--- src/rtl/mtm_alu_packet_tx.sv ---
// mtm_alu_packet_tx: serial packet encoder that feeds mtm_Alu_deserializer.
// It captures one ALU command (A, B, OP), computes its 4-bit CRC and sends
// nine 11-bit frames on sin. It can optionally inject a CRC or framing error.
module mtm_alu_packet_tx #(
  parameter int FRAME_GAP = 0,
  parameter int PKT_GAP   = 2
) (
  input  logic        clk,
  input  logic        rst,
  input  logic        start,
  input  logic [31:0] a,
  input  logic [31:0] b,
  input  logic [2:0]  op,
  input  logic [1:0]  err_mode,
  output logic        sin,
  output logic        busy,
  output logic        done,
  output logic [3:0]  crc
);

  localparam int GAP_MAX = (FRAME_GAP > PKT_GAP) ? FRAME_GAP : PKT_GAP;
  localparam int GW      = (GAP_MAX > 1) ? $clog2(GAP_MAX + 1) : 1;
  localparam logic [GW-1:0] FGAP_LAST = GW'(FRAME_GAP - 1);
  localparam logic [GW-1:0] PGAP_LAST = GW'(PKT_GAP - 1);

  typedef enum logic [1:0] {IDLE, FRAME, GAP, TAIL} state_t;

  state_t        state;
  logic [31:0]   a_q;
  logic [31:0]   b_q;
  logic [2:0]    op_q;
  logic [1:0]    mode_q;
  logic [3:0]    bit_cnt;
  logic [3:0]    frame_cnt;
  logic [GW-1:0] gap_cnt;

  logic [7:0]    payload;
  logic          marker;
  logic [3:0]    next_idx;
  logic          next_bit;

  // The CRC is x^4+x+1 with a zero seed. It runs MSB-first over {A, B, 1, OP}.
  function automatic logic [3:0] crc4(input logic [67:0] data);
    logic [3:0] c;
    logic       fb;
    c = 4'b0000;
    for (int i = 67; i >= 0; i--) begin
      fb = c[3] ^ data[i];
      c  = {c[2:0], 1'b0} ^ {2'b00, fb, fb};
    end
    return c;
  endfunction

  // Choose the level of the next bit of the current frame.
  // The stop bit is the default level, so it needs no case item of its own.
  always_comb begin
    payload = 8'h00;
    case (frame_cnt)
      4'd0:    payload = a_q[31:24];
      4'd1:    payload = a_q[23:16];
      4'd2:    payload = a_q[15:8];
      4'd3:    payload = a_q[7:0];
      4'd4:    payload = b_q[31:24];
      4'd5:    payload = b_q[23:16];
      4'd6:    payload = b_q[15:8];
      4'd7:    payload = b_q[7:0];
      default: payload = {1'b0, op_q, crc ^ {3'b000, (mode_q == 2'b01)}};
    endcase
    marker   = (frame_cnt == 4'd8) || ((frame_cnt == 4'd0) && (mode_q == 2'b10));
    next_idx = bit_cnt + 4'd1;
    next_bit = 1'b1;
    case (next_idx)
      4'd1:    next_bit = marker;
      4'd2:    next_bit = payload[7];
      4'd3:    next_bit = payload[6];
      4'd4:    next_bit = payload[5];
      4'd5:    next_bit = payload[4];
      4'd6:    next_bit = payload[3];
      4'd7:    next_bit = payload[2];
      4'd8:    next_bit = payload[1];
      4'd9:    next_bit = payload[0];
      default: next_bit = 1'b1;
    endcase
  end

  // This FSM sequences frames, gaps and the tail. All outputs are registered,
  // so each output shows the bit that the state just entered calls for.
  always_ff @(posedge clk) begin
    if (!rst) begin
      state     <= IDLE;
      sin       <= 1'b1;
      busy      <= 1'b0;
      done      <= 1'b0;
      crc       <= 4'b0000;
      a_q       <= '0;
      b_q       <= '0;
      op_q      <= '0;
      mode_q    <= '0;
      bit_cnt   <= '0;
      frame_cnt <= '0;
      gap_cnt   <= '0;
    end else begin
      done <= 1'b0;
      case (state)
        IDLE: begin
          if (start) begin
            a_q       <= a;
            b_q       <= b;
            op_q      <= op;
            mode_q    <= err_mode;
            crc       <= crc4({a, b, 1'b1, op});
            bit_cnt   <= '0;
            frame_cnt <= '0;
            sin       <= 1'b0;
            busy      <= 1'b1;
            state     <= FRAME;
          end else begin
            sin <= 1'b1;
          end
        end
        FRAME: begin
          if (bit_cnt != 4'd10) begin
            bit_cnt <= next_idx;
            sin     <= next_bit;
          end else if (frame_cnt != 4'd8) begin
            if (FRAME_GAP > 0) begin
              gap_cnt <= '0;
              sin     <= 1'b1;
              state   <= GAP;
            end else begin
              frame_cnt <= frame_cnt + 4'd1;
              bit_cnt   <= '0;
              sin       <= 1'b0;
            end
          end else begin
            if (PKT_GAP > 0) begin
              gap_cnt <= '0;
              sin     <= 1'b1;
              state   <= TAIL;
            end else begin
              sin   <= 1'b1;
              busy  <= 1'b0;
              done  <= 1'b1;
              state <= IDLE;
            end
          end
        end
        GAP: begin
          if (gap_cnt == FGAP_LAST) begin
            frame_cnt <= frame_cnt + 4'd1;
            bit_cnt   <= '0;
            sin       <= 1'b0;
            state     <= FRAME;
          end else begin
            gap_cnt <= gap_cnt + GW'(1);
          end
        end
        TAIL: begin
          if (gap_cnt == PGAP_LAST) begin
            busy  <= 1'b0;
            done  <= 1'b1;
            state <= IDLE;
          end else begin
            gap_cnt <= gap_cnt + GW'(1);
          end
        end
        default: begin
          sin   <= 1'b1;
          busy  <= 1'b0;
          state <= IDLE;
        end
      endcase
    end
  end

endmodule
--- config.mk ---
export PLATFORM = sky130hd
export DESIGN_NAME = mtm_alu_packet_tx
export DESIGN_NICKNAME = d
export VERILOG_FILES = /design/src/rtl/mtm_alu_packet_tx.sv
export SDC_FILE = /design/constraint.sdc
export NUM_CORES = 1
export LEC_CHECK = 0
export CORE_MARGIN = 2
export CORE_UTILIZATION = 30
export CTS_BUF_LIST = sky130_fd_sc_hd__clkbuf_8
export DETAILED_ROUTE_END_ITERATION = 6
export SKIP_CTS_REPAIR_TIMING = 1
export SYNTH_ARGS = -nofsm -noshare
export SYNTH_HDL_FRONTEND = slang
export SYNTH_SLANG_ARGS = --single-unit
--- constraint.sdc ---
create_clock -name clk -period 3.4 [get_ports clk]
set_input_delay 1.02 -clock clk [delete_from_list [all_inputs] [get_ports clk]]
set_output_delay 1.02 -clock clk [all_outputs]
set_load 0.05 [all_outputs]
# --- After elaboration in Yosys (flattened, before gate mapping) ---
# Index checks and enable logic that the tools add are counted.
word_totals:
  reg_bits: 88
  in_bits: 72
  word_cells: 230
classes:
  add_sub_neg: 3
  eq_ne: 35
  n_mux: 31
  bitwise_logic: 134
  n_reduce_logical: 15
ops:
  columns: ["cell", "count"]
  rows:
  - ["4-bit by 2-bit XOR with 4-bit output", 66]
  - ["8-bit case mux with 8 select lines", 1]
  - ["1-bit XOR", 64]
  - ["4-bit by 3-bit equality test with 1-bit output, second input constant", 8]
  - ["4-bit 2-to-1 mux", 7]
  - ["4-bit case mux with 3 select lines", 2]
  - ["2-bit 2-to-1 mux", 9]
  - ["4-bit by 2-bit equality test with 1-bit output, second input constant", 4]
  - ["2-bit != test, second input constant", 8]
  - ["5-bit AND reduction", 3]
  - ["4-bit equality test, second input constant", 3]
  - ["1-bit case mux with 9 select lines", 1]
  - ["4-bit by 1-bit adder with 4-bit output, second input constant", 2]
  - ["2-bit equality test, second input constant", 4]
  - ["4-bit by 1-bit equality test with 1-bit output, second input constant", 2]
  - ["4-bit != test, second input constant", 2]
  - ["2-bit case mux with 4 select lines", 1]
  - ["1-bit 2-to-1 mux", 7]
  - ["2-bit by 1-bit equality test with 1-bit output, second input constant", 3]
  - ["2-bit case mux with 3 select lines", 1]
  - ["2-bit AND reduction", 3]
  - ["3-bit nonzero test", 2]
  - ["4-bit logical NOT", 1]
  - ["4-bit AND reduction", 1]
  - ["other kinds (13)", 13]

# --- Depth between registers and ports, before layout ---
logic_depth:
  ltp_word: 132
  depth_mapped: 12
  ltp_nobuf: 10

# --- Least setup slack after synthesis ---
# Ideal clock, no wire load.
synth_timing:
  path_kind: "input to register"
  startpoint: "in a[18]"
  endpoint: "reg crc[1]"
  setup_ps: 116
  arrival_time_ps: 3068
  setup_slack_ps: 215
  path_stages: 8
  cell_sequence: "xnor3_1 xnor2_2 xnor2_1 xnor3_1 xnor3_1 xnor3_1 nor2_1 nor2_1"
synth_between:
  elab_chain_cells: 74
  elab_cells_between_ends: 106
synth_rtl:
  columns: ["item", "line", "source"]
  rows:
  - ["start, declared", "11", "input logic [31:0] a,"]
  - ["1-bit XOR *", "48", "fb = c[3] ^ data[i];"]
  - ["4-bit by 2-bit XOR with 4-bit output * (3 in series)", "49", "c = {c[2:0], 1'b0} ^ {2'b00, fb, fb};"]
  - ["1-bit XOR", "48", null]
  - ["4-bit by 2-bit XOR with 4-bit output * (3 in series)", "49", null]
  - ["1-bit XOR", "48", null]
  - ["4-bit by 2-bit XOR with 4-bit output * (3 in series)", "49", null]
  - ["1-bit XOR", "48", null]
  - ["4-bit by 2-bit XOR with 4-bit output * (3 in series)", "49", null]
  - ["[... 44 more ...]", null, null]
  - ["1-bit XOR", "48", null]
  - ["4-bit by 2-bit XOR with 4-bit output * (3 in series)", "49", null]
  - ["1-bit XOR", "48", null]
  - ["4-bit by 2-bit XOR with 4-bit output * (3 in series)", "49", null]
  - ["1-bit inverter (no source line)", null, null]
  - ["4-bit by 2-bit XOR with 4-bit output * (3 in series)", "49", null]
  - ["1-bit XOR", "48", null]
  - ["4-bit by 2-bit XOR with 4-bit output *", "49", null]
  - ["end signal, assigned", "111", "crc <= crc4({a, b, 1'b1, op});"]
  - ["end, declared", "18", "output logic [3:0] crc"]
# Every way passes the cells marked *; elsewhere a longest branch is shown, timed or not.
# A chain may end at the register's enable or synchronous reset.

# --- Final worst setup path ---
layout_timing:
  startpoint: "in a[20]"
  endpoint: "reg crc[1]"
layout_between:
  elab_chain_cells: 76
  elab_cells_between_ends: 110
layout_rtl:
  columns: ["item", "line"]
  rows:
  - ["1-bit XOR *", "48"]
  - ["4-bit by 2-bit XOR with 4-bit output * (3 in series)", "49"]
  - ["1-bit XOR / 4-bit by 2-bit XOR with 4-bit output (equally long branches)", "48, 49"]
  - ["4-bit by 2-bit XOR with 4-bit output * (3 in series)", "49"]
  - ["1-bit XOR / 4-bit by 2-bit XOR with 4-bit output (equally long branches)", "48, 49"]
  - ["4-bit by 2-bit XOR with 4-bit output * (3 in series)", "49"]
  - ["1-bit XOR / 4-bit by 2-bit XOR with 4-bit output (equally long branches)", "48, 49"]
  - ["4-bit by 2-bit XOR with 4-bit output * (3 in series)", "49"]
  - ["[... 44 more ...]", null]
  - ["1-bit XOR / 4-bit by 2-bit XOR with 4-bit output (equally long branches)", "48, 49"]
  - ["4-bit by 2-bit XOR with 4-bit output * (3 in series)", "49"]
  - ["1-bit XOR / 4-bit by 2-bit XOR with 4-bit output (equally long branches)", "48, 49"]
  - ["4-bit by 2-bit XOR with 4-bit output * (3 in series)", "49"]
  - ["1-bit XOR / 4-bit by 2-bit XOR with 4-bit output (equally long branches)", "48, 49"]
  - ["4-bit by 2-bit XOR with 4-bit output * (4 in series)", "49"]
  - ["1-bit XOR / 4-bit by 2-bit XOR with 4-bit output (equally long branches)", "48, 49"]
  - ["4-bit by 2-bit XOR with 4-bit output * (2 in series)", "49"]
# Marked as above.

==> impl_metrics.tcl <==
set metrics [dict create \
    outcome "completed" \
    portBuffers 78 \
    cp.arrival_ps 3570 \
    rsz0062_at_grt "no" \
    worstSetupPathType "in2reg" \
    drive_gt1_share_pct 9.756 \
    final_common_cell "nand2_1" \
    setup_violations 0 \
    design_area_sq_um 6581 \
    slowest_stage "clkdlybuf4s50_1" \
    synth-seq-cells 88 \
    fillers 1692 \
    num_vias 4622 \
    vdd_ir_drop_max_mv 0.3520 \
    cts_tree "yes" \
    worst_clock_skew_ps 7.928 \
    preCtsSetupSlack_ps -418.8 \
    clkLatencyLatePin_ps 380 \
    path_cells "clkdlybuf4s50_1 -> xnor2_1 -> xnor3_1 -> xnor2_1 -> xnor2_1 -> xnor3_1 -> xnor3_1 -> nor2_1 -> nor2_1" \
    most-common-layout-cells "nand2_1, a21oi_1, dfxtp_1" \
    drt_iter0_drc 271 \
    drv_cap 0 \
    pwr_density_cell_nw_per_um2 524.7 \
    fmax_mhz 303.9 \
    vias_per_cell 4.825 \
    grt_max_degree 71 \
    io_pins 79 \
    clk_path_buf_depth 2 \
    path_max_fanout 3 \
    avgSynthCellArea_sq_um 7.982 \
    drt_first_pass_iters 5 \
    ant_nets 0 \
    instances_no_fill 958 \
    syn-num-nets 719 \
    area_growth_pct 30.46 \
    netlist_area_sq_um 5045 \
    antenna_cells 0 \
    layout.nets 820 \
    drc 0 \
    antenna_found_initial 0 \
    dp.cells 942 \
    cts_root_buffer "clkbuf_8" \
    gp_congestion 0.8691 \
    startpoint_type "primary input" \
    dp_hpwl_um 11490 \
    dieArea_sq_um 17870 \
    die_h_um 133.7 \
    postPlaceCellArea_sq_um 6376 \
    grt_pass1_vias 4478 \
    period_minus_slack_ps 3291 \
    max-slew-margin-rel_pct 63.06 \
    start_util_pct 30.53 \
    worst_ep_required_time_ps 3680 \
    end_kind "flop" \
    yosys_warnings 0 \
    drv_slew 0 \
    hold_viol 0 \
    drt_wl_total_um 15340 \
    cts_buffers 9 \
    grt.overflow.total 0 \
    clkSlewWorstSetupHoldPaths_ps 100 \
    slowest_delay_ps 480 \
    coreArea_sq_um 16520 \
    synth-seq-area-share_pct 34.92 \
    drt-wirelength-per-cell_um 16.01 \
    cts.sinks 88 \
    synthCells 632 \
    min_period_over_period_pct 96.79 \
    synthDistinctLibCells 42 \
    fin_hold_ws_ps 461.0 \
    h-tree-depth 3 \
    grt_pass1_wl_um 24340 \
    grt_usage_pct 17.69 \
    fin_ws_ps 109.2 \
    die_x_um 133.7 \
    worstMarginPinSlew_ps 553.3 \
    power_leakage_uw 0.002478 \
    hold_class "reg2reg" \
    num_rows 47 \
]
==> sequential cells by signal, summed over array words and instances, names as in the netlist <==
name       flops
a_q           32
frame_cnt      4
state          2
gap_cnt        2
done           1
crc            4
busy           1
op_q           3
bit_cnt        4
sin            1
b_q           32
mode_q         2
==> where the power goes <==
part | leakage [uW] | internal [uW] | switching, uW
registers | 0.000721 | 1110 | 67.3
logic | 0.00166 | 856 | 669
clock network | 0.000101 | 341 | 410
total | 0.00248 | 2310 | 1150
==> metrics by stage <==
| stage | utilization (%) | setup TNS, ps | power, uW |
|---|---|---|---|
| 2_1_floorplan | - | 0 | 2182 |
| 3_3_place_gp | 38.59 | -698.4 | 2701 |
| 3_5_place_dp | 38.59 | -835.9 | 2721 |
| 4_1_cts | 39.77 | -10.73 | 3472 |
| 5_1_grt | 39.83 | 0 | 3635 |
| 6_report | 39.83 | 0 | 3453 |
==> cell type report <==
type                       instances  area [sq um]  share of cell area [%]
clock buffer                       9         123.9                   1.882
clock inverter                     7         72.57                   1.103
inverter                          19         71.32                   1.084
multi-input combinational        489          3085                   46.88
sequential                        88          1762                   26.77
tap                              220         275.3                   4.183
timing repair buffer             126          1191                   18.10
==> worst paths after layout <==
kind,start,endpoint,slack [ps],cells after the start
max,a[20],crc[1],110,9
min,b_q[20],b_q[20],460,2
max reg2reg,frame_cnt[0],sin,430,10
min reg2reg,b_q[20],b_q[20],460,2
==> cell usage after synthesis, drive strengths merged <==
cell	number	area [sq um]
nand2	159	596.8
a21oi	88	440.4
dfxtp	88	1762
xnor2	75	664.4
a22oi	31	232.7
clkbuf	31	120.1
inv	19	71.32
nand3	16	80.08
nor2	16	60.06
ha	15	187.7
xor2	15	131.4
xnor3	11	247.7
o21ai	10	50.05
nor3	6	30.03
and3	5	31.28
buf	5	18.77
a221oi	4	35.03
and2	4	25.02
a211oi	3	22.52
mux2	3	33.78
o31ai	3	22.52
or3	3	18.77
nand2b	2	12.51
nand4	2	12.51
nor2b	2	12.51
o21a	2	15.01
o22ai	2	12.51
a21o	1	7.510
a311o	1	10.01
a311oi	1	8.760
a31oi	1	6.260
a32o	1	10.01
a32oi	1	8.760
a41o	1	10.01
nor4	1	6.260
o211ai	1	7.510
o21bai	1	7.510
o2bb2ai	1	8.760
or2	1	6.260
==> kinds of logic (layout without fill, tap and decap cells) <==
logic type,Yosys count,in the layout,synth area share [%]
multiplexers,3,3,0.6696
AO/OA/AOI/OAI,153,153,18.15
XOR/XNOR,101,101,20.68
buffers and inverters,55,161,4.167
flip-flops,88,88,34.92
adder cells (fa/ha/maj),15,15,3.720
AND/OR/NAND/NOR,217,217,17.68
==> critical path: cells and delay by family <==
| kind | cells | cell delay, ps |
|---|---|---|
| buffers and inverters | 1 | 480 |
| AND/OR/NAND/NOR | 2 | 150 |
| XOR/XNOR | 6 | 1920 |
==> metal layers <==
| layer | vias to the layer above | GRT usage, % | part of all wire (%) | routed length (um) |
|---|---|---|---|---|
| met5 | - | 0 | 0 | 0 |
| met4 | 0 | 5.615 | 2.1 | 319 |
| met3 | 21 | 3.653 | 5.4 | 836 |
| met2 | 150 | 28.72 | 47 | 7139 |
| met1 | 2119 | 23.58 | 46 | 7046 |
| li1 | 2332 | - | - | - |
Power figures use the tool's default switching activity.
